## config.mk

```make
export PLATFORM = sky130hd
export DESIGN_NAME = zero_flag_pipe
export DESIGN_NICKNAME = d
export VERILOG_FILES = /design/src/rtl/zchk_pkg.sv /design/src/rtl/or_reduce_stage.sv /design/src/rtl/zero_flag_pipe.sv
export SDC_FILE = /design/constraint.sdc
export NUM_CORES = 1
export LEC_CHECK = 0
export BUFFER_PORTS_ARGS = -buffer_cell sky130_fd_sc_hd__buf_2
export CORE_MARGIN = 4
export CORE_UTILIZATION = 43
export CTS_CLUSTER_DIAMETER = 60
export DETAILED_ROUTE_END_ITERATION = 10
export PLACE_DENSITY_LB_ADDON = 0.2
export SETUP_SLACK_MARGIN = 0.15
export SLEW_MARGIN = 10
export SYNTH_ARGS = -nofsm -noshare
export SYNTH_HDL_FRONTEND = slang
export SYNTH_SLANG_ARGS = --single-unit
```

## constraint.sdc

```tcl
create_clock -name clk -period 1.7 [get_ports clk]
set_clock_uncertainty 0.1 [all_clocks]
set_input_delay 0.085 -clock clk [delete_from_list [all_inputs] [get_ports clk]]
set_output_delay 0.085 -clock clk [all_outputs]
set_load 0.005 [all_outputs]
```

## src/rtl/zchk_pkg.sv

```systemverilog
// zchk_pkg: sizing helpers for the pipelined zero/flag detector.
package zchk_pkg;
  function automatic int zchk_levels(input int width, input int fanin);
    int l = 0;
    int p = 1;
    while (p < width) begin
      p = p * fanin;
      l++;
    end
    return l;
  endfunction
  function automatic int zchk_pow(input int base, input int n);
    int p = 1;
    for (int i = 0; i < n; i++) p = p * base;
    return p;
  endfunction
  function automatic int zchk_padded(input int width, input int fanin);
    return zchk_pow(fanin, zchk_levels(width, fanin));
  endfunction
  function automatic bit zchk_fanin_ok(input int fanin);
    return fanin == 2 || fanin == 4 || fanin == 8;
  endfunction
endpackage

```

## src/rtl/or_reduce_stage.sv

```systemverilog
// or_reduce_stage: one registered OR-tree level (optional XOR slice under ZCHK_PARITY_EN).
module or_reduce_stage #(
  parameter int IN_W  = 64,
  parameter int FANIN = 4
) (
  input  logic                    clk,
  input  logic                    reset_n,
  input  logic                    en,
  input  logic                    flush,
  input  logic                    v_in,
  input  logic                    n_in,
  input  logic                    t_in,
  input  logic [IN_W-1:0]         d_in,
  output logic                    v_out,
  output logic                    n_out,
  output logic                    t_out,
  output logic [IN_W/FANIN-1:0]   d_out
`ifdef ZCHK_PARITY_EN
  ,input  logic [IN_W-1:0]        p_in
  ,output logic [IN_W/FANIN-1:0]  p_out
`endif
);
  localparam int OUT_W = IN_W / FANIN;
  logic [OUT_W-1:0] or_d;
  for (genvar j = 0; j < OUT_W; j++) begin : g_or
    assign or_d[j] = |d_in[j*FANIN +: FANIN];
  end
  // flush clears valid even while stalled; data only moves on enable
  always_ff @(posedge clk or negedge reset_n)
    if (!reset_n) begin
      v_out <= 1'b0;
      n_out <= 1'b0;
      t_out <= 1'b0;
      d_out <= '0;
    end else begin
      v_out <= flush ? 1'b0 : en ? v_in : v_out;
      if (en) begin
        n_out <= n_in;
        t_out <= t_in;
        d_out <= or_d;
      end
    end
`ifdef ZCHK_PARITY_EN
  logic [OUT_W-1:0] x_d;
  for (genvar j = 0; j < OUT_W; j++) begin : g_xor
    assign x_d[j] = ^p_in[j*FANIN +: FANIN];
  end
  always_ff @(posedge clk or negedge reset_n)
    if (!reset_n) p_out <= '0;
    else if (en) p_out <= x_d;
`endif
endmodule

```

## src/rtl/zero_flag_pipe.sv

```systemverilog
// zero_flag_pipe: pipelined OR-tree zero/neg detector with N/Z flag register; parity tree via ZCHK_PARITY_EN.
module zero_flag_pipe
  import zchk_pkg::*;
#(
  parameter int WIDTH = 64,
  parameter int FANIN = 4
) (
  input  logic             clk,
  input  logic             reset_n,
  input  logic             in_valid,
  output logic             in_ready,
  input  logic [WIDTH-1:0] in_data,
  input  logic             in_setflags,
  input  logic             flush,
  output logic             out_valid,
  input  logic             out_ready,
  output logic             out_zero,
  output logic             out_neg,
  output logic             out_parity,
  output logic             flag_z,
  output logic             flag_n
);
  localparam int LEVELS = zchk_levels(WIDTH, FANIN);
  localparam int PW     = zchk_padded(WIDTH, FANIN);
  if (!zchk_fanin_ok(FANIN)) begin : g_bad_fanin
    $error("zero_flag_pipe: FANIN must be 2, 4 or 8");
  end
  if (WIDTH < 2 || WIDTH > 128) begin : g_bad_width
    $error("zero_flag_pipe: WIDTH must be 2..128");
  end
  logic adv, nz, neg, tag;
  logic [PW-1:0] pad;
  assign pad = PW'(in_data);
  assign adv = ~out_valid | out_ready;
  assign in_ready = adv & ~flush;
  for (genvar i = 0; i < LEVELS; i++) begin : g
    localparam int IW = PW / zchk_pow(FANIN, i);
    localparam int OW = IW / FANIN;
    logic v, n, t;
    logic [OW-1:0] d;
`ifdef ZCHK_PARITY_EN
    logic [OW-1:0] p;
`endif
    if (i == 0) begin : s
      or_reduce_stage #(.IN_W(IW), .FANIN(FANIN)) u_stage (
        .clk, .reset_n, .en(adv), .flush,
        .v_in(in_valid), .n_in(in_data[WIDTH-1]), .t_in(in_setflags), .d_in(pad),
        .v_out(v), .n_out(n), .t_out(t), .d_out(d)
`ifdef ZCHK_PARITY_EN
        , .p_in(pad), .p_out(p)
`endif
      );
    end else begin : s
      or_reduce_stage #(.IN_W(IW), .FANIN(FANIN)) u_stage (
        .clk, .reset_n, .en(adv), .flush,
        .v_in(g[i-1].v), .n_in(g[i-1].n), .t_in(g[i-1].t), .d_in(g[i-1].d),
        .v_out(v), .n_out(n), .t_out(t), .d_out(d)
`ifdef ZCHK_PARITY_EN
        , .p_in(g[i-1].p), .p_out(p)
`endif
      );
    end
  end
  assign out_valid = g[LEVELS-1].v;
  assign nz        = g[LEVELS-1].d;
  assign neg       = g[LEVELS-1].n;
  assign tag       = g[LEVELS-1].t;
  assign out_zero  = out_valid & ~nz;
  assign out_neg   = out_valid & neg;
`ifdef ZCHK_PARITY_EN
  assign out_parity = out_valid & g[LEVELS-1].p;
`else
  assign out_parity = 1'b0;
`endif
  always_ff @(posedge clk or negedge reset_n)
    if (!reset_n) begin
      flag_z <= 1'b0;
      flag_n <= 1'b0;
    end else if (out_valid && out_ready && tag) begin
      flag_z <= ~nz;
      flag_n <= neg;
    end
endmodule

```

==> After elaboration in Yosys (flattened, before gate mapping) <==
Cells that the tools add are included.
W data, S select, Z words.
{ "op_classes": {"n_mux": 6, "bitwise_logic": 7, "n_reduce_logical": 24} }
{ "ops": {"columns": ["op", "count"], "rows": [
  ["$reduce_or A4 Y1", 21],
  ["$mux W1", 6],
  ["$and A1 B1 Y1", 3],
  ["$not A1 Y1", 3],
  ["$logic_and A1 B1 Y1", 2],
  ["$reduce_bool A2 Y1", 1],
  ["$or A1 B1 Y1", 1]
]} }
{ "word_totals": {"reg_bits": 32, "out_inout_bits": 7} }

==> Logic depth before layout (Yosys ltp) <==
Gate-level depths: netlist (run 1).
{ "depth": {"word_depth": 4, "depth_mapped": 5} }

==> Hierarchy <==
From an unflattened synthesis (run 1), not the netlist that was laid out.
{ "hier_totals": {"cells_unflattened": 122, "area_unflattened_um2": 1420.1} }
{ "by_module_without_submodules": {"columns": ["mod", "n_inst", "cells_each", "area_per_inst_um2", "seq_area_each_um2"], "rows": [
  ["or_reduce_stage (g[0].s.u_stage)", 1, 75, 857.1, 475.5],
  ["or_reduce_stage (g[1].s.u_stage)", 1, 24, 286.5, 175.2],
  ["or_reduce_stage (g[2].s.u_stage)", 1, 11, 151.4, 100.1],
  ["zero_flag_pipe", 1, 12, 125.1, 50.0]
]} }

==> Worst setup path before layout (run 1) <==
OpenSTA, ideal clock, no wires.
{ "synth_path": {"kind": "register to register", "startpoint": "register g[2].s.u_stage.v_out", "endpoint": "register g[0].s.u_stage.n_out", "setup_time_ns": 0.125, "arrival_ns": 1.054, "required_ns": 1.475, "path_slack_ns": 0.421, "stages_incl_launch_ff": 5, "period_less_slack_ns": 1.279, "cell_sequence": "dfrtp_1 nor2b_4 buf_6 buf_8 mux2_4"} }
{ "synth_between": {"elab_chain_len": 2} }
{ "synth_rtl": {"columns": ["element", "line_no", "source"], "rows": [
  ["start, declared", "or_reduce_stage.sv:14", "output logic v_out,"],
  ["start signal, assigned", "or_reduce_stage.sv:36", "v_out <= flush ? 1'b0 : en ? v_in : v_out;"],
  ["$not A1 Y1", "zero_flag_pipe.sv:34", "assign adv = ~out_valid | out_ready;"],
  ["$or A1 B1 Y1", "zero_flag_pipe.sv:34", null],
  ["end signal, assigned", "or_reduce_stage.sv:38", "n_out <= n_in;"],
  ["end, declared", "or_reduce_stage.sv:15", "output logic n_out,"]
]} }
Every way passes these cells.
A chain may end at the register's enable or synchronous reset.

==> Worst setup path after layout (run 1) <==
{ "layout_path": {"startpoint": "input in_data[16]", "endpoint": "register g[0].s.u_stage.d_out[4]"} }
{ "layout_between": {"elab_chain_len": 1} }
{ "layout_rtl": {"columns": ["element", "line_no", "source"], "rows": [
  ["start, declared", "zero_flag_pipe.sv:12", "input logic [WIDTH-1:0] in_data,"],
  ["$reduce_or A4 Y1", "or_reduce_stage.sv:26", "assign or_d[j] = |d_in[j*FANIN +: FANIN];"],
  ["end signal, assigned", "or_reduce_stage.sv:40", "d_out <= or_d;"],
  ["end, declared", "or_reduce_stage.sv:17", "output logic [IN_W/FANIN-1:0] d_out"]
]} }
Every way passes these cells.

==> run_results.csv, run 1 <==
group,metric,value,unit
synth,synth_ff_type,"dfrtp_1",
sta,tightest_slew,0.682,ns
route,antenna_left,0,
setup_path,reg2reg_from,"g[2].s.u_stage.v_out",
cells_and_area,final_net_count,317,
outcome,status,"finished clean",
sta,finalHoldViolations,0,
synth,synth_top_area_cell,"dfrtp_1",
sta,max-slew-margin-rel,0.546,
cells_and_area,fill_cells,206,
floorplanning,pin_count,77,
global_routing,grt_busiest_layer,"met2",
setup_path,worst_path_max_delay_cell,"dlygate4sd3_1",
cells_and_area,final_util,0.762,
setup_path,r2r-end,"g[0].s.u_stage.n_out",
sta,setup_viol,0,
setup_path,arrival,1.63,ns
floorplanning,row_count,20,
setup_path,critPathLaunchType,"primary input",
global_routing,met3_usage,0.0475,
clock_tree,clk_latency,0.31,ns
setup_path,end_kind,"flop",
route,num_vias,1388,
global_routing,grt_pass1_vias,1385,
cells_and_area,multi_input_area,529,um^2
global_routing,antenna_found_initial,0,
floorplanning,fp.dieW,64.0,um
sta,rsz0062_at_grt,"false",
setup_path,worst_path_largest_cell_delay,0.57,ns
power,power-per-cell-area,662,nW/um^2
global_routing,grt_max_degree,33,
sta,period_share,0.903,
flow_run,maxCapViolations,0,
synth,syn_inst,123,
global_routing,met2_usage,0.321,
global_routing,overflow,0,
synth,ys_ff_latch,32,
synth,yosysTopAreaCellShare,0.595,
cells_and_area,diodes,0,
global_routing,grt_pass1_wl,5780,um
sta,setup_tns,0,ns
clock_tree,cts_max_path_buffers,2,
synth,ys_seq_area_frac,0.595,
synth,syn_nets,193,
synth,synthTopCellsByArea,"dfrtp_1 59%, nor4_1 9.8%, o21ai_0 8.2%",
floorplanning,dieHeight,64.0,um
global_routing,met1_usage,0.207,
cells_and_area,area_delta_synth_final,71.5,%
floorplanning,core_area,3030,um^2
synth,synth_most_common_cell,"dfrtp_1",
placed_design,numPortBuffers,75,
global_routing,track_usage,0.182,
route,wirelength,3600,um
route,firstDrtPassIters,4,
setup_path,crit_path_end,"g[0].s.u_stage.d_out[4]",
synth,ys_warn_count,0,
synth,synth_edf_count,0,
setup_path,crit_chain,"dlygate4sd3_1 > buf_2 > nor4_2 > dlygate4sd3_1 > o21ai_0",
power,ir_drop,359,uV
cells_and_area,seqCellArea,801,um^2
power,leakage,1.02,nW
clock_tree,cts_made_buffers,5,
clock_tree,cts.clk_slew.worst_paths,0.09,ns
placed_design,gp_congestion,0.648,
clock_tree,cts_num_sinks,32,
synth,ys_async_sr_fraction,1.00,
setup_path,required,1.79,ns
synth,syn_area,1350,um^2
setup_path,cpMostUsedCell,"dlygate4sd3_1",
cells_and_area,drive_above_1_share,0.421,
setup_path,path_max_fanout,1,
setup_path,cp-startpoint,"in_data[16]",
route,drcViolationCount,0,
clock_tree,htree_levels,2,
placed_design,post-dp-hpwl,2230,um
sta,slew_viol_final,0,
clock_tree,cts_tree,"done",
route,routed_via_density,4.77,
synth,synth_cell_types,18,
synth,syn_avg_cell_area,10.9,um^2
setup_path,r2r_cells,4,
setup_path,reg2reg_slack,0.26,ns
route,drt-initial-drc-count,60,
sta,period_needed,1.54,ns
synth,synthTopCellsByCount,"32 x dfrtp_1, 22 x nand2_1, 22 x o21ai_0",
clock_tree,root_buffer,"clkbuf_4",
setup_path,crit_type,"primary input to flop",
floorplanning,dieArea,4090,um^2
route,wl_per_cell,12.4,um
hold_path,hold_class,"primary input to flop",
sta,fmax,651,MHz
floorplanning,start_util,0.445,
## power breakdown
group	switching, W	internal, W	leakage [nW]	total, W
sequential	0.0000233	0.000802	0.331	0.000826
combinational	0.0000889	0.000156	0.655	0.000245
clock	0.000223	0.000234	0.0374	0.000458
## state kept, by name, indices dropped and copies added, names as in the netlist
name	flops
flag_n	1
flag_z	1
g.s.u_stage.d_out	21
g.s.u_stage.n_out	3
g.s.u_stage.t_out	3
g.s.u_stage.v_out	3
## timing repair
action | CTS | global route
resized for setup | 0 | 6
hold buffers | 41 | 0
endpoints found under the setup margin | 0 | 15
setup buffers | 0 | 6
hold endpoints to repair | 53 | 0
## worst max-delay path: cells and delay by family
kind                   cells  cell delay, ns
buffers and inverters      3            1.24
AOI/OAI and AO/OA          1            0.07
and+or+nand+nor            1            0.23
## cell type report
class,instances,share of cell area
Multi-Input combinational cell,84,0.229
Sequential cell,32,0.347
Tap cell,44,0.0238
Timing Repair Buffer,124,0.372
Clock buffer,7,0.0282
## per-layer routing
layer / part of all wire / vias up
li1: - / 688
met1: 0.38 / 637
met2: 0.53 / 59
met3: 0.074 / 4
met4: 0.0086 / 0
met5: 0 / -
## how the worst min path moves through the flow
stage,startpoint,to,depth (start not counted)
5_1_grt,out_ready,g[2].s.u_stage.d_out,4
6_report,out_ready,g[2].s.u_stage.v_out,4
2_1_floorplan,reset_n,flag_n,0
3_3_place_gp,reset_n,g[2].s.u_stage.n_out,1
3_5_place_dp,reset_n,g[2].s.u_stage.n_out,1
4_1_cts,out_ready,g[2].s.u_stage.v_out,4
## metrics by stage
step	hold WS, ns	instance area [um^2]	setup WS (ns)	std cells	total power [W]
after floorplan	-0.311	1350	0.421	123	0.000895
after global placement	0.0504	1740	0.327	237	0.000998
after detailed placement	0.0606	1740	0.244	237	0.00101
after CTS	0.0456	2210	0.155	285	0.00152
after global routing	0.0262	2310	0.136	291	0.00162
final	0.0158	2310	0.165	291	0.00153
## cells by family after synthesis
logic type	synth area share
and+or+nand+nor	0.196
DFF	0.595
AOI/OAI and AO/OA	0.0818
muxes	0.0846
buffers and inverters	0.0400
other	0.00279
## cells in the final DEF (no fill, tap or decap), drive strengths merged
cell | netlist | routed
nand3 | 1 | 1
nor2 | 5 | 5
clkbuf | 1 | 7
mux2 | 7 | 7
conb | 1 | 1
buf | 6 | 83
nor2b | 2 | 2
dlygate4sd3 | 0 | 41
nand2 | 22 | 22
nor4 | 21 | 21
o21ai | 22 | 22
and2 | 1 | 1
dfrtp | 32 | 32
mux2i | 2 | 2
Note: power is estimated with default switching activity, not from simulation.
==> run 2, diff against run 1 <==
--- a/config.mk
+++ b/config.mk
@@ -5,11 +5,11 @@
 export SDC_FILE = /design/constraint.sdc
 export NUM_CORES = 1
 export LEC_CHECK = 0
-export BUFFER_PORTS_ARGS = -buffer_cell sky130_fd_sc_hd__buf_2
 export CORE_MARGIN = 4
-export CORE_UTILIZATION = 43
+export CORE_UTILIZATION = 50
 export CTS_CLUSTER_DIAMETER = 60
 export DETAILED_ROUTE_END_ITERATION = 10
+export DONT_BUFFER_PORTS = 1
 export PLACE_DENSITY_LB_ADDON = 0.2
 export SETUP_SLACK_MARGIN = 0.15
 export SLEW_MARGIN = 10
==> run_results.csv, run 2 (synthesis gave the netlist of run 1 again) <==
group,metric,value,unit
setup_path,r2r_cells,3,
route,antenna_left,0,
global_routing,antenna_found_initial,0,
floorplanning,pin_count,77,
clock_tree,cts_made_buffers,5,
route,firstDrtPassIters,4,
sta,setup_tns,0,ns
setup_path,worst_path_largest_cell_delay,0.58,ns
route,drt-initial-drc-count,10,
cells_and_area,regMostFlops,"g.s.u_stage.d_out",
sta,fmax,696,MHz
floorplanning,start_util,0.534,
sta,slew_viol_final,0,
cells_and_area,drive_above_1_share,0.114,
route,num_vias,1066,
cells_and_area,seqCellArea,801,um^2
cells_and_area,layout_common_cells,"38 x dlygate4sd3_1, 32 x dfrtp_1, 22 x nand2_1, 22 x o21ai_0, 21 x nor4_1",
clock_tree,clk_latency,0.31,ns
setup_path,path_max_fanout,2,
route,wirelength,2800,um
setup_path,cp_top_family,"buffers and inverters",
clock_tree,root_buffer,"clkbuf_4",
sta,setup_viol,0,
route,drcViolationCount,0,
setup_path,arrival,1.52,ns
placed_design,numPortBuffers,0,
setup_path,required,1.79,ns
global_routing,grt_pass1_vias,1052,
setup_path,critPathBufInv,2,
power,leakage,0.692,nW
global_routing,grt_pass1_wl,4630,um
global_routing,overflow,0,
setup_path,crit_cells,4,
cells_and_area,multi_input_area,492,um^2
power,power-per-cell-area,731,nW/um^2
floorplanning,fp.dieW,59.9,um
power,ir_drop,569,uV
placed_design,gp_congestion,0.667,
clock_tree,ctsResizeCount,0,
clock_tree,cts_max_path_buffers,2,
sta,period_share,0.845,
floorplanning,row_count,18,
setup_path,end_kind,"flop",
route,wl_per_cell,14.3,um
cells_and_area,final_net_count,236,
global_routing,grt_max_degree,33,
sta,finalHoldViolations,0,
cells_and_area,largest_reg_flops,21,
outcome,status,"finished clean",
setup_path,worst_path_max_delay_cell,"dlygate4sd3_1",
sta,period_needed,1.44,ns
cells_and_area,fill_cells,178,
floorplanning,dieArea,3590,um^2
setup_path,crit_chain,"dlygate4sd3_1 > nor4_1 > dlygate4sd3_1 > o21ai_0",
setup_path,crit_type,"primary input to flop",
clock_tree,cts.clk_slew.worst_paths,0.09,ns
hold_path,hold_class,"primary input to async pin",
flow_run,maxCapViolations,0,
floorplanning,core_area,2520,um^2
cells_and_area,area_delta_synth_final,36.1,%
setup_path,cpMostUsedCell,"dlygate4sd3_1",
clock_tree,cts_tree,"done",
cells_and_area,diodes,0,
clock_tree,cts_num_sinks,32,
clock_tree,htree_levels,2,
floorplanning,dieHeight,59.9,um
cells_and_area,final_common_cell,"dlygate4sd3_1",
setup_path,critPathLaunchType,"primary input",
placed_design,post-dp-hpwl,1840,um
global_routing,track_usage,0.182,
sta,timing.hold.ws,0.106,ns
sta,rsz0062_at_grt,"false",
route,routed_via_density,5.44,
[run 2: changes by cell type in the layout (fill, tap and decap cells not counted)]
| cell | before | now |
|---|---|---|
| buf_2 | 75 | 0 |
| buf_12 | 1 | 3 |
| clkinv_2 | 0 | 1 |
| dlygate4sd3_1 | 41 | 38 |
| clkbuf_8 | 2 | 0 |
| nor4_2 | 6 | 0 |
| nor4_1 | 15 | 21 |
| buf_4 | 7 | 2 |
| clkbuf_1 | 0 | 1 |
[run 2: final timing paths]
check	start	end	slack (ns)
min in group clk	flush	in_ready	0.11
hold reg to reg	g[1].s.u_stage.d_out[2]	g[1].s.u_stage.d_out[2]	0.39
setup / recovery	in_data[63]	g[0].s.u_stage.d_out[15]	0.26
setup reg to reg	g[2].s.u_stage.v_out	g[1].s.u_stage.n_out	0.33
max in group asynchronous	reset_n	g[0].s.u_stage.d_out[14]	1.23
hold / removal	reset_n	flag_n	0.11
[run 2: repair_timing]
action | 4_1_cts | 5_1_grt
buffers inserted | 0 | 2
endpoints found under the setup margin | 0 | 1
hold buffers | 39 | 0
endpoints found under the hold margin | 60 | 0
[run 2: layout make-up]
cell class	count	area share
repair buffers	43	0.249
flip-flops and latches	32	0.437
clock buffers	6	0.0225
well taps	30	0.0205
multi-input cells	84	0.268
clock inverters	1	0.00273
[run 2: metal layers]
metal,part of all wire,GRT usage,routed length [um],up-vias
met3,0.089,0.0799,248,4
met2,0.53,0.301,1470,53
met4,0.019,0.0854,52,0
li1,-,-,-,525
met5,0,0,0,-
met1,0.37,0.198,1020,484
[run 2: stage by stage]
stage / setup slack (ns) / utilization / total power (W) / cell area (um^2) / instances
global route: 0.238 / 0.726 / 0.00142 / 1830 / 196
finish: 0.263 / 0.726 / 0.00134 / 1830 / 196
detailed placement: 0.240 / 0.538 / 0.000908 / 1360 / 148
floorplan: 0.421 / - / 0.000895 / 1350 / 123
CTS: 0.188 / 0.715 / 0.00136 / 1800 / 194
global placement: 0.294 / 0.538 / 0.000903 / 1360 / 148
[run 2: report_power, final]
group / internal [W] / leakage [nW] / total [W] / switching, W
Combinational: 0.0000910 / 0.333 / 0.000142 / 0.0000514
Sequential: 0.000802 / 0.331 / 0.000828 / 0.0000251
Clock: 0.000152 / 0.0281 / 0.000370 / 0.000218
Total: 0.00105 / 0.692 / 0.00134 / 0.000294
